## src/rtl/dom_and_pipelined.sv

```systemverilog
// Two-stage Domain-Oriented-Masking AND gadget with valid/ready on both sides.
// Optional build macro DOM_RAND_LFSR_EN replaces rand_in with an internal LFSR.
module dom_and_pipelined #(
  parameter  int WIDTH  = 8,
  parameter  int SHARES = 2,
  parameter  int CNT_W  = 16,
  localparam int RBITS  = WIDTH * SHARES * (SHARES - 1) / 2
) (
  input  logic                    clk,
  input  logic                    rst_n,
  input  logic                    in_valid,
  output logic                    in_ready,
  input  logic [SHARES*WIDTH-1:0] a_sh,
  input  logic [SHARES*WIDTH-1:0] b_sh,
  input  logic [RBITS-1:0]        rand_in,
  output logic                    out_valid,
  input  logic                    out_ready,
  output logic [SHARES*WIDTH-1:0] q_sh,
  output logic [CNT_W-1:0]        op_count
);

  localparam int TERMS = SHARES * SHARES;

  if (SHARES != 2 && SHARES != 3) begin : g_bad_shares
    $error("dom_and_pipelined: SHARES must be 2 or 3");
  end

  // Slice of the randomness word shared by the unordered pair {i,j}, lexicographic order.
  function automatic int pair_idx(input int i, input int j);
    int lo, hi;
    lo = (i < j) ? i : j;
    hi = (i < j) ? j : i;
    return lo * SHARES - (lo * (lo + 1)) / 2 + (hi - lo - 1);
  endfunction

  logic                   s1_valid;
  logic [TERMS*WIDTH-1:0] term_d, s1_term;
  logic [SHARES*WIDTH-1:0] q_d;
  logic [RBITS-1:0]       rnd;
  logic                   adv, accept;

  assign adv      = !out_valid || out_ready;
  assign in_ready = !s1_valid || adv;
  assign accept   = in_valid && in_ready;

`ifdef DOM_RAND_LFSR_EN
  function automatic logic [63:0] taps64(input int n);
    case (n)
      8:       return 64'hB8;
      16:      return 64'hD008;
      24:      return 64'hE10000;
      32:      return 64'h8020_0003;
      default: return 64'h3 << (n - 2);
    endcase
  endfunction

  localparam logic [RBITS-1:0] LFSR_TAPS = RBITS'(taps64(RBITS));

  logic [RBITS-1:0] lfsr;
  logic             lfsr_fb;

  assign lfsr_fb = ^(lfsr & LFSR_TAPS);
  assign rnd     = lfsr;

  always_ff @(posedge clk or negedge rst_n) begin
    if (!rst_n)      lfsr <= RBITS'(1);
    else if (accept) lfsr <= {lfsr[RBITS-2:0], lfsr_fb};
  end
`else
  assign rnd = rand_in;
`endif

  // Each stage-1 term touches at most one share of a and one share of b.
  always_comb begin
    term_d = '0;
    for (int i = 0; i < SHARES; i++) begin
      for (int j = 0; j < SHARES; j++) begin
        if (i == j)
          term_d[(i*SHARES+j)*WIDTH +: WIDTH] = a_sh[i*WIDTH +: WIDTH] & b_sh[i*WIDTH +: WIDTH];
        else
          term_d[(i*SHARES+j)*WIDTH +: WIDTH] = (a_sh[i*WIDTH +: WIDTH] & b_sh[j*WIDTH +: WIDTH])
                                                ^ rnd[pair_idx(i, j)*WIDTH +: WIDTH];
      end
    end
  end

  // Cross terms are only combined from registered values.
  always_comb begin
    q_d = '0;
    for (int i = 0; i < SHARES; i++) begin
      for (int j = 0; j < SHARES; j++) begin
        q_d[i*WIDTH +: WIDTH] = q_d[i*WIDTH +: WIDTH] ^ s1_term[(i*SHARES+j)*WIDTH +: WIDTH];
      end
    end
  end

  always_ff @(posedge clk or negedge rst_n) begin
    if (!rst_n) begin
      s1_valid  <= 1'b0;
      s1_term   <= '0;
      out_valid <= 1'b0;
      q_sh      <= '0;
      op_count  <= '0;
    end else begin
      if (accept) begin
        s1_term  <= term_d;
        s1_valid <= 1'b1;
      end else if (adv) begin
        s1_valid <= 1'b0;
      end
      if (adv) begin
        out_valid <= s1_valid;
        if (s1_valid) q_sh <= q_d;
      end
      if (out_valid && out_ready) op_count <= op_count + CNT_W'(1);
    end
  end

endmodule

```

## config.mk

```make
export PLATFORM = sky130hd
export DESIGN_NAME = dom_and_pipelined
export DESIGN_NICKNAME = d
export VERILOG_FILES = /design/src/rtl/dom_and_pipelined.sv
export SDC_FILE = /design/constraint.sdc
export NUM_CORES = 1
export LEC_CHECK = 0
export CORE_UTILIZATION = 43
export DETAILED_ROUTE_END_ITERATION = 12
export MAX_ROUTING_LAYER = met4
export PLACE_DENSITY = 0.8
export SYNTH_ARGS = -nofsm -noshare
export SYNTH_HDL_FRONTEND = slang
export SYNTH_SLANG_ARGS = --single-unit
```

## constraint.sdc

```tcl
create_clock -name clk -period 1.1 [get_ports clk]
set_input_delay 0.22 -clock clk [delete_from_list [all_inputs] [get_ports clk]]
set_output_delay 0.22 -clock clk [all_outputs]
set_load 0.05 [all_outputs]
```

After elaboration in Yosys (flattened, before gate mapping)
Cells that the tools add are included.
{"block": "word_totals", "register_bits": 66, "rom_bits": 0, "latchBits": 0, "mem_count": 0, "ram_bits": 0}
{"block": "classes", "muxes": 2, "mul": 0, "eq_ne": 0, "add_sub_neg": 1, "reduce_logical": 8, "bitwise": 8, "n_div": 0, "n_lt_le_gt_ge": 0, "shifts": 0}
{"op": "8-bit AND", "n": 4}
{"op": "8-bit XOR", "n": 4}
{"op": "16-bit by 1-bit adder with 16-bit output, second input constant", "n": 1}
{"op": "1-bit logical AND", "n": 2}
{"op": "1-bit zero test", "n": 2}
{"op": "1-bit logical OR", "n": 2}
{"op": "1-bit 2-to-1 mux", "n": 2}
{"op": "2-bit AND reduction", "n": 1}
{"op": "2-bit nonzero test", "n": 1}

Depth between registers and ports, before layout
{"block": "depth", "ltp_word": 5, "mapped_depth": 5}

Worst setup path after synthesis
Ideal clock, no wire load.
{"block": "synth_timing", "kind": "flip-flop to flip-flop", "from": "register out_valid", "to": "register s1_term[0]", "path_stages_with_launch": 5, "synth_period_minus_slack_ps": 1962, "setup_slack_ps": -862, "setup_ps": 127, "required_time_ps": 973, "arrival_ps": 1835, "path_cell_list": "dfrtp_1 > nand3b_1 > nand2_2 > clkbuf_2 > o21ai_0"}
{"block": "synth_via", "elab_chain_len": 4}
{"item": "from (decl)", "line": "16", "rtl": "output logic out_valid,"}
{"item": "from (signal assigned)", "line": "112", "rtl": "out_valid <= s1_valid;"}
{"item": "1-bit zero test", "line": "42", "rtl": "assign adv = !out_valid || out_ready;"}
{"item": "1-bit logical OR", "line": "42"}
{"item": "1-bit logical OR", "line": "43", "rtl": "assign in_ready = !s1_valid || adv;"}
{"item": "net in_ready", "line": "12", "rtl": "output logic in_ready,"}
{"item": "1-bit logical AND", "line": "44", "rtl": "assign accept = in_valid && in_ready;"}
{"item": "to (signal assigned)", "line": "106", "rtl": "s1_term <= term_d;"}
{"item": "to (decl)", "line": "37", "rtl": "logic [TERMS*WIDTH-1:0] term_d, s1_term;"}
The timed path passes the listed nets, and every way through them passes these cells.
A chain may end at the register's enable or synchronous reset.

Worst setup path after layout
{"block": "layout_timing", "from": "register out_valid", "to": "output port in_ready"}
{"block": "layout_via", "elab_chain_len": 3}
{"item": "1-bit zero test", "line": "42"}
{"item": "1-bit logical OR", "line": "42"}
{"item": "1-bit logical OR", "line": "43"}
{"item": "to (decl)", "line": "12"}
Every way passes these cells.

==> results.env <==
DRIVE_GT1_FRAC=0.436
FF2FF_SETUP_SLACK_NS=-0.26
FINALNONFILLERCELLS=520
SETUP_WS_NS=-0.275
WL_PER_INSTANCE_UM=17.9
NETLIST_INSTANCES=280
REG2REG_DEPTH=6
YOSYS.AREA_SHARE.XOR_XNOR=0.144
FIRST_GLOBAL_VIAS=2807
DETAIL_ROUTE.VIAS_PER_CELL=5.14
PEAK_SUPPLY_DROP_mV=1.39
INITIAL_ANTENNA_VIOLATION_COUNT=0
WORST_SKEW_PAIR_LATENCY_NS=0.35
INITIAL_CORE_UTIL=0.448
CTS_NUM_SINKS=66
FINAL.PERIOD_UTILIZATION=1.25
FAILED_CHECKS='negative setup slack'
LAYOUT-AREA-OVERHEAD-VS-SYNTH_PCT=86.1
DRV_SLEW=0
GRT_MAX_DEGREE=67
LEAKAGEPOWER_nW=2.44
WORST-SETUP-PATH-TYPE='register to primary output'
CTS-ROOT-BUF='clkbuf_8'
IO_PINS=78
SYNTH-SEQ-AREA-SHARE=0.577
DIODES=0
FINALWEIGHTEDCONGESTION=0.879
PLACE.PORT_BUFFERS=77
PATH_MAX_FANOUT=4
DETAILEDROUTE.FIRSTPASSITERATIONCOUNT=4
DRCVIOLATIONCOUNT=0
DP_HPWL_MM=4.70
WORST_EP_ARRIVAL_TIME_NS=1.15
PLACED_INSTS=452
CLK_PIN_SLEW_NS=0.07
ROUTE.FINAL.WIRE_LENGTH_MM=9.30
MIN_PERIOD_NS=1.37
SETUP.WORST_PATH.START='out_valid$_DFFE_PN0P_'
FINAL_SETUP_VIOLATING_ENDPOINTS=96
LAYOUT.NETS=485
TIMING.RR.START='out_valid$_DFFE_PN0P_'
CRIT_REQUIRED_NS=0.88
GLOBALROUTEOVERFLOWTOTAL=0
OUTCOME='complete, but fails checks'
YOSYS-MUX-AREA-FRACTION=0.00394
PLACEDINSTANCEAREA_UM2=4350
FINAL_AREA_UM2=5330
SYNTHADDERAREAFRAC=0.00437
GRTUSAGETOTAL=0.263
CTS_MADE_BUFFERS=9
SKEW_NS=0.0102
ANT_NETS=0
SYNTH_TOP_FAMILY_BY_AREA='simple AND/OR/NAND/NOR gates'
UNREPAIRED_SETUP_ENDPOINTS_AFTER_GLOBAL_ROUTING='yes'
START_KIND='register'
LAYOUT.FILLER_CELLS=324
INITIALDRTVIOLATIONCOUNT=103
YOSYS.CELL_TYPES.COUNT=21
CRITICAL_PATH.REG2REG.ENDPOINT='s1_term[17]$_DFFE_PN0P_'
TIMING.SETUP.TNS_NS=-11.83
SYNTHESIS.AREA_PER_INSTANCE_UM2=10.2
SYNTH-WARNING-COUNT=0
FINALCOREUTILIZATION=0.834
MAXCAPVIOLATIONS=0
TIGHTEST_SLEW_NS=0.369
CLOCK_TREE.HTREE_LEVEL_COUNT=3
SYNTH_AREA_IN_COMPOUND_GATES=0.0840
CRIT_PATH_END='in_ready'
CORE_AREA_UM2=6390
CTS_TREE='done'
DIE_X_UM=83.6
NUM_VIAS=2673
HOLD_PATH_CLASS='input pin to register'
POWER_DENSITY_nW_PER_UM2=1910
FMAX_MHz=727
GRT_FIRST_PASS_WIRELENGTH_MM=13.8
FINAL_HOLD_VIOL_COUNT=0
RELSLEWSLACK=0.754
WORST_SETUP_EP_TYPE='primary output'
FP.DIEAREA_UM2=6980
POST_SYNTH_INSTANCE_AREA_UM2=2860
CLOCKBUFFERDEPTH=2
YOSYS_REGISTER_BITS=66
STD_CELL_ROWS=29
DIE_OUTLINE_HEIGHT_UM=83.6
MAPPEDNETLISTNETS=325
AREA_SHARE_OF_AND_OR_NAND_NOR_CELLS_AFTER_SYNTHESIS=0.171
HOLD_SLACK_NS=0.401
## state kept, by name, indices dropped and copies added (netlist names)
name	cells
op_count	16
out_valid	1
q_sh	16
s1_term	32
s1_valid	1
## what timing repair did
item	4_1_cts	5_1_grt
setup endpoints to repair	93	96
setup buffers	36	14
hold buffers	1	0
gates cloned	5	0
gates resized for setup	61	16
hold endpoints to repair	66	0
pin swaps	41	16
## logic make-up (layout without fill, tap and decap cells)
group           count (synthesis)  in the layout
fa+ha+maj                       1              1
xor+xnor                       47             47
compound gates                 48             48
simple gates                  108            108
mux                             1              1
flops                          66             66
buf+inv                         9            172
## layout make-up
type | count | area [um^2] | share of cell area
well taps | 77 | 96.3 | 0.0181
flip-flops and latches | 66 | 1670 | 0.313
repair buffers | 158 | 1960 | 0.368
multi-input cells | 205 | 1450 | 0.271
clock buffers | 11 | 141 | 0.0265
clock inverters | 3 | 17.5 | 0.00329
## metal layers
layer	up-vias	global-route usage	share of wire
met3	31	0.0613	0.037
met5	-	-	0
li1	1245	-	-
met4	0	0.0817	0.031
met2	82	0.475	0.55
met1	1315	0.287	0.39
## metrics by stage
step / total power, mW / setup slack, ns
3_5_place_dp: 7.17 / -0.567
3_3_place_gp: 7.05 / -0.513
5_1_grt: 10.6 / -0.316
2_1_floorplan: 5.08 / -0.626
6_report: 10.2 / -0.275
4_1_cts: 9.68 / -0.262
## report_power, final
part,switching (mW),internal [mW]
clock,0.922,0.847
combinational,2.36,2.66
sequential,0.480,2.90
total,3.76,6.40
## cells in the mapped netlist
cell       n  share of area
mux2_2     1         0.0039
clkbuf_2   3         0.0052
or2b_1     1         0.0026
buf_2      6          0.010
o21ai_0   48          0.084
nand2_2    1         0.0022
nand3_1    7          0.012
nand2_1   85           0.11
nand3b_1   1         0.0026
nand4_1    2         0.0044
and3_2     1         0.0026
xor2_1    17          0.052
and3_4     2         0.0079
nand4_2    1         0.0044
and3_1     1         0.0022
dfrtp_1   66           0.58
ha_1       1         0.0044
nand2b_1   2         0.0044
xnor2_1   30          0.092
and4_4     3          0.012
and2_1     1         0.0022
## how the worst min path moves through the flow
stage | slack (ns) | start | depth (start not counted) | end
3_3_place_gp | 0.26 | rst_n | 2 | q_sh[6]$_DFFE_PN0P_
3_5_place_dp | 0.26 | rst_n | 2 | q_sh[5]$_DFFE_PN0P_
4_1_cts | 0.37 | out_ready | 3 | op_count[2]$_DFFE_PN0P_
5_1_grt | 0.41 | out_ready | 3 | op_count[2]$_DFFE_PN0P_
6_report | 0.40 | out_ready | 3 | op_count[2]$_DFFE_PN0P_
2_1_floorplan | -0.08 | rst_n | 0 | op_count[0]$_DFFE_PN0P_
## cells in the final DEF (no fill, tap or decap), types with 2 or more instances in the layout
| cell | Yosys | final |
|---|---|---|
| nand2_4 | 0 | 7 |
| xnor2_1 | 30 | 23 |
| and3_4 | 2 | 4 |
| and4_4 | 3 | 3 |
| o21ai_1 | 0 | 38 |
| nand2b_1 | 2 | 2 |
| o21ai_2 | 0 | 7 |
| o21ai_0 | 48 | 3 |
| xor2_1 | 17 | 17 |
| nand3_2 | 0 | 2 |
| clkbuf_8 | 0 | 10 |
| buf_12 | 0 | 39 |
| nand3_4 | 0 | 5 |
| dfrtp_2 | 0 | 13 |
| clkdlybuf4s50_1 | 0 | 41 |
| nand2_2 | 1 | 13 |
| buf_4 | 0 | 50 |
| dfrtp_1 | 66 | 53 |
| nand4_1 | 2 | 2 |
| buf_16 | 0 | 4 |
| nand2_1 | 85 | 65 |
| clkinv_2 | 0 | 2 |
| buf_6 | 0 | 20 |
| xnor2_2 | 0 | 7 |
## worst max-delay path: stages (launching register included)
cell      delay [ns]
dfrtp_2         0.43
nand3b_1        0.14
buf_6           0.13
buf_12          0.12
No activity file was read; power rests on OpenSTA's default activity.
